## src/rtl/dmem_uart_mmio.sv

```systemverilog
// dmem_uart_mmio
//   Data-memory subsystem for the core's data port. A word RAM sits at byte
//   address 0 and a memory-mapped UART transmitter sits at UART_BASE. The UART
//   has a TX FIFO feeding an 8N1 serializer, so software can queue bytes and
//   move on without polling every bit.
//
//   Ports
//     clk        core clock, all state updates on the rising edge
//     reset      synchronous, active-high reset
//     MemWrite   store strobe from the memory stage
//     ALUResult  byte address (word access only, bits [1:0] ignored by decode)
//     WriteData  store data
//     ReadData   load data, combinational from ALUResult
//     uart_tx    serial output, idle high, registered
//     tx_busy    serializer active or FIFO holding bytes
//
//   Register map
//     UART_BASE+0  TXDATA  write: queue WriteData[7:0]; read: 0
//     UART_BASE+4  STATUS  read: {28'b0, overflow, busy, empty, full};
//                          any write clears overflow
module dmem_uart_mmio #(
  parameter int          RAM_WORDS  = 64,
  parameter int          FIFO_DEPTH = 8,
  parameter int          BAUD_DIV   = 16,
  parameter logic [31:0] UART_BASE  = 32'hFFFF_FF00
) (
  input  logic        clk,
  input  logic        reset,
  input  logic        MemWrite,
  input  logic [31:0] ALUResult,
  input  logic [31:0] WriteData,
  output logic [31:0] ReadData,
  output logic        uart_tx,
  output logic        tx_busy
);

  localparam int          RAM_AW      = (RAM_WORDS > 1) ? $clog2(RAM_WORDS) : 1;
  localparam logic [31:0] RAM_BYTES   = 32'(RAM_WORDS * 4);
  localparam logic [31:0] STATUS_ADDR = UART_BASE + 32'd4;
  localparam int          PTR_W       = $clog2(FIFO_DEPTH);
  localparam int          CNT_W       = PTR_W + 1;
  localparam int          BCNT_W      = $clog2(BAUD_DIV);

  typedef enum logic [1:0] {
    S_IDLE,
    S_START,
    S_DATA,
    S_STOP
  } tx_state_t;

  // Address decode
  logic              ram_hit;
  logic              txdata_hit;
  logic              status_hit;
  logic [RAM_AW-1:0] ram_idx;

  assign ram_hit    = (ALUResult < RAM_BYTES);
  assign txdata_hit = (ALUResult[31:2] == UART_BASE[31:2]);
  assign status_hit = (ALUResult[31:2] == STATUS_ADDR[31:2]);
  assign ram_idx    = ALUResult[RAM_AW+1:2];

  // Word RAM: asynchronous read, so a same-cycle read of the word being
  // written sees the old contents. Not touched by reset.
  logic [31:0] mem_q [RAM_WORDS];

  always_ff @(posedge clk) begin
    if (MemWrite && ram_hit) begin
      mem_q[ram_idx] <= WriteData;
    end
  end

  // TX FIFO
  logic [7:0]       fifo_q [FIFO_DEPTH];
  logic [PTR_W-1:0] wr_ptr_q, wr_ptr_d;
  logic [PTR_W-1:0] rd_ptr_q, rd_ptr_d;
  logic [CNT_W-1:0] count_q, count_d;
  logic             fifo_full;
  logic             fifo_empty;
  logic [7:0]       fifo_head;
  logic             push_req;
  logic             push_ok;
  logic             pop;
  logic             overflow_q;

  tx_state_t         state_q;
  logic [BCNT_W-1:0] bcnt_q;
  logic [2:0]        bit_q;
  logic [7:0]        shift_q;
  logic              tx_q;
  logic              baud_end;

  assign fifo_full  = (count_q == CNT_W'(FIFO_DEPTH));
  assign fifo_empty = (count_q == '0);
  assign fifo_head  = fifo_q[rd_ptr_q];
  assign baud_end   = (bcnt_q == BCNT_W'(BAUD_DIV - 1));

  // The serializer takes the head byte either from IDLE or on the last stop
  // cycle (back-to-back frames). A full FIFO can still accept a byte on that
  // same edge because the slot being overwritten is the one leaving.
  assign pop      = !fifo_empty &&
                    ((state_q == S_IDLE) || ((state_q == S_STOP) && baud_end));
  assign push_req = MemWrite && txdata_hit;
  assign push_ok  = push_req && (!fifo_full || pop);

  always_comb begin
    wr_ptr_d = wr_ptr_q;
    rd_ptr_d = rd_ptr_q;
    count_d  = count_q;
    if (push_ok) begin
      wr_ptr_d = wr_ptr_q + PTR_W'(1);
    end
    if (pop) begin
      rd_ptr_d = rd_ptr_q + PTR_W'(1);
    end
    case ({push_ok, pop})
      2'b10:   count_d = count_q + CNT_W'(1);
      2'b01:   count_d = count_q - CNT_W'(1);
      default: count_d = count_q;
    endcase
  end

  always_ff @(posedge clk) begin
    if (reset) begin
      wr_ptr_q <= '0;
      rd_ptr_q <= '0;
      count_q  <= '0;
    end else begin
      wr_ptr_q <= wr_ptr_d;
      rd_ptr_q <= rd_ptr_d;
      count_q  <= count_d;
    end
  end

  always_ff @(posedge clk) begin
    if (push_ok) begin
      fifo_q[wr_ptr_q] <= WriteData[7:0];
    end
  end

  // Sticky overflow: a STATUS write clears it even if a dropped push would
  // set it on the same edge.
  always_ff @(posedge clk) begin
    if (reset) begin
      overflow_q <= 1'b0;
    end else if (MemWrite && status_hit) begin
      overflow_q <= 1'b0;
    end else if (push_req && !push_ok) begin
      overflow_q <= 1'b1;
    end
  end

  // 8N1 serializer. tx_q is loaded with the level of the bit that starts on
  // the following cycle, so uart_tx is a clean register output.
  always_ff @(posedge clk) begin
    if (reset) begin
      state_q <= S_IDLE;
      bcnt_q  <= '0;
      bit_q   <= '0;
      tx_q    <= 1'b1;
    end else begin
      case (state_q)
        S_IDLE: begin
          tx_q <= 1'b1;
          if (pop) begin
            shift_q <= fifo_head;
            bcnt_q  <= '0;
            tx_q    <= 1'b0;
            state_q <= S_START;
          end
        end
        S_START: begin
          if (baud_end) begin
            bcnt_q  <= '0;
            bit_q   <= '0;
            tx_q    <= shift_q[0];
            state_q <= S_DATA;
          end else begin
            bcnt_q <= bcnt_q + BCNT_W'(1);
          end
        end
        S_DATA: begin
          if (baud_end) begin
            bcnt_q <= '0;
            if (bit_q == 3'd7) begin
              tx_q    <= 1'b1;
              state_q <= S_STOP;
            end else begin
              shift_q <= {1'b0, shift_q[7:1]};
              bit_q   <= bit_q + 3'd1;
              tx_q    <= shift_q[1];
            end
          end else begin
            bcnt_q <= bcnt_q + BCNT_W'(1);
          end
        end
        S_STOP: begin
          if (baud_end) begin
            bcnt_q <= '0;
            if (pop) begin
              shift_q <= fifo_head;
              tx_q    <= 1'b0;
              state_q <= S_START;
            end else begin
              tx_q    <= 1'b1;
              state_q <= S_IDLE;
            end
          end else begin
            bcnt_q <= bcnt_q + BCNT_W'(1);
          end
        end
        default: begin
          tx_q    <= 1'b1;
          state_q <= S_IDLE;
        end
      endcase
    end
  end

  assign uart_tx = tx_q;
  assign tx_busy = (state_q != S_IDLE) || !fifo_empty;

  // Load data mux; TXDATA and unmapped addresses read as zero.
  always_comb begin
    ReadData = 32'h0;
    if (ram_hit) begin
      ReadData = mem_q[ram_idx];
    end else if (status_hit) begin
      ReadData = {28'h0, overflow_q, tx_busy, fifo_empty, fifo_full};
    end
  end

endmodule

```

## config.mk

```make
export PLATFORM = sky130hd
export DESIGN_NAME = dmem_uart_mmio
export DESIGN_NICKNAME = d
export VERILOG_FILES = /design/src/rtl/dmem_uart_mmio.sv
export SDC_FILE = /design/constraint.sdc
export NUM_CORES = 2
export LEC_CHECK = 0
export CORE_MARGIN = 3
export CORE_UTILIZATION = 37
export DETAILED_ROUTE_END_ITERATION = 8
export PLACE_DENSITY = 0.63
export SYNTH_ARGS = -nofsm -noshare
export SYNTH_HDL_FRONTEND = slang
export SYNTH_SLANG_ARGS = --single-unit
```

## constraint.sdc

```tcl
create_clock -name clk -period 5.9 [get_ports clk]
set_input_delay 1.18 -clock clk [delete_from_list [all_inputs] [get_ports clk]]
set_output_delay 1.18 -clock clk [all_outputs]
set_load 0.02 [all_outputs]
```

Word-level counts from Yosys, hierarchy flattened
Memories as Yosys holds them, arrays and structs flattened. A register that Yosys moved wholly into a read port is not among the register bits.
Cells that the tools add are included.
Storage, ports and cells
  register bits after elaboration: 29
  memory bits (writable): 2112
  logic and storage cells: 94
  memories: 2
  output and inout port bits: 34
Operators by class
  add/sub/neg operators: 6
  reductions and logical operators: 25
  magnitude comparators: 1
  equality and inequality tests: 16
  bitwise gates (word level): 1
  multiplexer cells: 34
Memory list
  mem_q: words 64, width 32, rd ports 1, clocked after memory_dff 0, write ports 1, RTL line 64  | logic [31:0] mem_q [RAM_WORDS];
  fifo_q: words 8, width 8, rd ports 1, clocked after memory_dff 1, write ports 1, RTL line 73  | logic [7:0] fifo_q [FIFO_DEPTH];
Operator list (count)
  $eq 30x30->1 const B: 2
  $lt 32x9->1 const B: 1
  $mux 32: 1
  $mux 8: 4
  $pmux 8 s3: 1
  $pmux 4 s2: 2
  $mux 3: 5
  $mux 4: 3
  $ne 2x2->1 const B: 6
  $mux 1: 10
  $mux 2: 5
  $reduce_and 5->1: 2
  $add 3x1->3 const B: 3
  $add 4x1->4 const B: 2
  $eq 4x4->1 const B: 2
  $pmux 2 s4: 1
  $logic_and 1x1->1: 7
  $eq 2x2->1 const B: 3
  $pmux 3 s2: 1
  $reduce_bool 2->1: 3
  $eq 2x1->1 const B: 2
  $logic_not 4->1: 1
  $pmux 1 s4: 1
  $reduce_and 4->1: 1
  other kinds (10): 14

Logic depth before layout (Yosys ltp)
  word-level depth: 8
  mapped depth: 11
  gate-level depth less buffers: 11

Worst setup path before layout
Ideal clock, no wire load.
  path kind: input-to-reg
  start point: in ALUResult[23]
  end point: mem mem_q[16][0], enable pin
  cell stages on the path: 6
  data required time: 5432 ps
  buffers on the path: 1
  data arrival time: 4716 ps
  setup slack: 716 ps
  path through: nor4_1 nand4_1 nor2_1 clkbuf_1 nand2_1 nor3b_1
Between the ends
  cells in the longest elaborated chain, start to end: 4
Ends and longest elaborated chain
  from (decl): RTL line 30  | input logic [31:0] ALUResult,
  $lt 32x9->1: RTL line 57  | assign ram_hit = (ALUResult < RAM_BYTES);
  $logic_and 1x1->1: RTL line 67  | if (MemWrite && ram_hit) begin
  $mux 1: RTL line 67
  $mux 1 (implied by the code): RTL line 68  | mem_q[ram_idx] <= WriteData;
  to (decl): RTL line 64
No other way between the ends.

Worst setup path after layout
  start point: in ALUResult[6]
  end point: out ReadData[0]
Between the ends
  cells in the longest elaborated chain, start to end: 3
  elaborated cells on any way between the ends: 5
  classes of those cells: order compare: 1; eq/ne: 1; mux: 2; memory: 1
Ends and longest elaborated chain
  parallel branches: the longest is 2 deep, another holds $lt 32x9->1
  $mux 32 (*): RTL line 225  | if (ram_hit) begin
  to (decl): RTL line 32  | output logic [31:0] ReadData,
Every way passes the cells marked *.

==> results.json <==
{
  "reg2reg_to": "count_q[3]",
  "grt_setup_unrepaired": "false",
  "clk_path_buf_depth": 3,
  "dp_hpwl_um": 113000,
  "dr_total_vias": 39300,
  "drc_errors": 0,
  "fin_crit_sh_pct": 95.1,
  "skew_ns": 0.0346,
  "netlist_area_um2": 82700,
  "power_density_nw_per_um2": 332,
  "r2r_cells": 11,
  "synthTopCellsByArea": "edfxtp_1, mux4_2, mux2i_1, a22oi_1, dfxtp_1",
  "seq_area_frac_synth_pct": 77.5,
  "port_buffers": 98,
  "grt_pass1_wl_um": 291000,
  "die_w_um": 479,
  "cpPeakStageDelay_ns": 0.92,
  "path_class": "input pin to output pin",
  "worstHoldEndpoint": "bcnt_q[1]",
  "fillers": 18700,
  "floorplan.initialDensity_pct": 37.4,
  "antenna_found_initial": 6,
  "slew_headroom_pct": 15.9,
  "final_cell_mix": "edfxtp_1, mux4_2, mux2i_1",
  "maxCapViolCount": 0,
  "nets": 4088,
  "synth-async-reset-ratio_pct": 0,
  "cp.required_ns": 4.72,
  "grt_pass1_vias": 39900,
  "grtUsageTotal_pct": 17.4,
  "period_minus_slack_ns": 5.61,
  "finalHoldViolCount": 0,
  "status": "finished, final reports clean",
  "finalPower_mw": 31.8,
  "h-tree-depth": 4,
  "syn_inst": 3677,
  "cts_tree": "done",
  "yosysWarnings": 0,
  "area_growth_pct": 15.8,
  "yosysTopAreaCell": "edfxtp_1",
  "chipHeight_um": 479,
  "postCtsSetupBuffers": 0,
  "cp.arrival_ns": 4.43,
  "ir_worst_vdd_mv": 0.326,
  "overflow": 0,
  "cpMostUsedCell": "buf_4",
  "final_common_cell": "edfxtp_1",
  "synth_ff_type": "edfxtp_1",
  "rows": 172,
  "drt_pass1_iterations": 5,
  "grt_max_degree": 73,
  "cp_max_fo": 18,
  "syn_nets": 3757,
  "insertion_delay_ns": 0.81,
  "routedWlPerCell_um": 28.2,
  "cts_hold_buffers": 0,
  "io-pin-count": 101,
  "multi_input_area_um2": 18000,
  "r2r_setup_slack_ns": 2.55,
  "cts.sinks": 2144,
  "tightest_slew_ns": 1.26,
  "synth-seq-cells": 2144,
  "drive_gt1_share_pct": 27.7,
  "via_per_inst": 5.50,
  "synth_edf_count": 2120,
  "crit_chain": "clkdlybuf4s50_1 > buf_12 > or2_2 > nor4_1 > buf_4 > nand2_1 > nor3_1 > buf_4 > a32oi_1 > o21ai_0 > buf_4 > buf_12",
  "avgSynthCellArea_um2": 22.5,
  "fin_util_pct": 43.4,
  "worst_path_max_delay_cell": "nor4_1",
  "core-area_um2": 221000,
  "cts-resized-gates": 0,
  "seqCellArea_um2": 64100,
  "finalInstanceArea_um2": 95900,
  "cts_buffers": 209,
  "synth_top_area_share_pct": 76.9,
  "dpl_cell_area_um2": 89100,
  "worstSetupEndpointType": "output pin",
  "synth_cell_type_count": 56,
  "min_path_cells": 2,
  "gp_congestion": 0.777,
  "ant_nets": 0,
  "p_leak_nw": 30.2,
  "wl_um": 201000,
  "clk_pin_slew_worst_paths_ns": 0.06,
  "maxSlewViolCount": 0,
  "drt_iter0_drc": 4492,
  "hp-class": "flop to flop",
  "cp-start-kind": "input pin",
  "setup_violations": 0,
  "die_area_um2": 229000,
  "min-delay-start": "bcnt_q[1]",
  "worstReg2RegStart": "state_q[1]",
  "cts-root-buf": "clkbuf_16",
  "clock.fmax_mhz": 178
}
-- registers in the layout, summed over array words and instances, names as in the netlist, named ones only --
| signal | cells |
|---|---|
| mem_q | 2048 |
| fifo_q | 64 |
| shift_q | 8 |
| bcnt_q | 4 |
| count_q | 4 |
| bit_q | 3 |
| rd_ptr_q | 3 |
| wr_ptr_q | 3 |
| state_q | 2 |
| overflow_q | 1 |
| uart_tx | 1 |
-- area by class of cell --
class	count	area share, %
sequential	2144	66.9
tap	2958	3.86
clock inverter	128	1.29
antenna	2	0.00522
clock buffer	257	5.70
timing repair buffer	321	3.46
multi-input combinational	1326	18.7
inverter	6	0.0235
-- metrics by stage --
stage          hold slack (ns)  cells  setup TNS (ns)  worst slack [ns]
6_report                 0.488   7142               0             0.286
5_1_grt                  0.530   7142               0             0.115
4_1_cts                  0.492   7140               0            0.0299
3_5_place_dp             0.484   6755               0            0.0467
3_3_place_gp             0.470   6755         -0.0186           -0.0108
2_1_floorplan            0.449   3677               0             0.716
-- cell families after synthesis --
group,share of synthesized area [%]
buf+inv,1.39
flops,77.5
simple gates,1.52
xor+xnor,0.0635
compound gates,2.00
mux,17.3
fa+ha+maj,0.206
-- synthesized netlist by cell type (4+ instances only) --
cell	count
a22oi_1	131
nand3_1	24
xnor2_1	4
nor2_1	121
dfxtp_1	24
ha_1	12
nand4_1	18
inv_1	6
a22o_1	8
nand2b_1	6
nand2_1	51
o21ai_0	13
mux2i_1	288
buf_1	17
mux4_2	503
nor3_1	12
edfxtp_1	2120
buf_2	46
nor4_1	10
nor2b_1	8
mux2_2	7
clkbuf_1	72
o211ai_1	25
buf_6	16
o22ai_1	5
a211oi_1	4
buf_4	49
a21oi_1	32
a41oi_1	5
and2_1	5
and3_1	5
-- power by group --
group	switching (mW)	internal, mW
combinational	1.08	0.797
sequential	0.0764	16.8
clock	5.69	7.34
total	6.85	24.9
-- metal layers --
layer  up-vias  part of all wire, %  global-route usage, %
met4         2                  2.5                   4.54
met2      1427                   49                   28.3
li1      16300                    -                      -
met5         -               0.0045                      0
met3       270                  6.8                   2.75
met1     21300                   42                   24.6
-- worst max path at each step --
stage / from / endpoint / slack, ns
2_1_floorplan: ALUResult[23] / mem_q[16][0] / 0.72
3_5_place_dp: ALUResult[6] / ReadData[0] / 0.05
5_1_grt: ALUResult[6] / ReadData[0] / 0.11
6_report: ALUResult[6] / ReadData[0] / 0.29
3_3_place_gp: ALUResult[6] / ReadData[2] / -0.01
4_1_cts: ALUResult[6] / ReadData[0] / 0.03
-- critical path, delay by kind of cell --
family,cells,cell delay [ns]
buffers and inverters,6,1.35
AOI/OAI and AO/OA,2,0.25
and+or+nand+nor,4,1.60
Note: power is estimated with default switching activity, not from simulation.
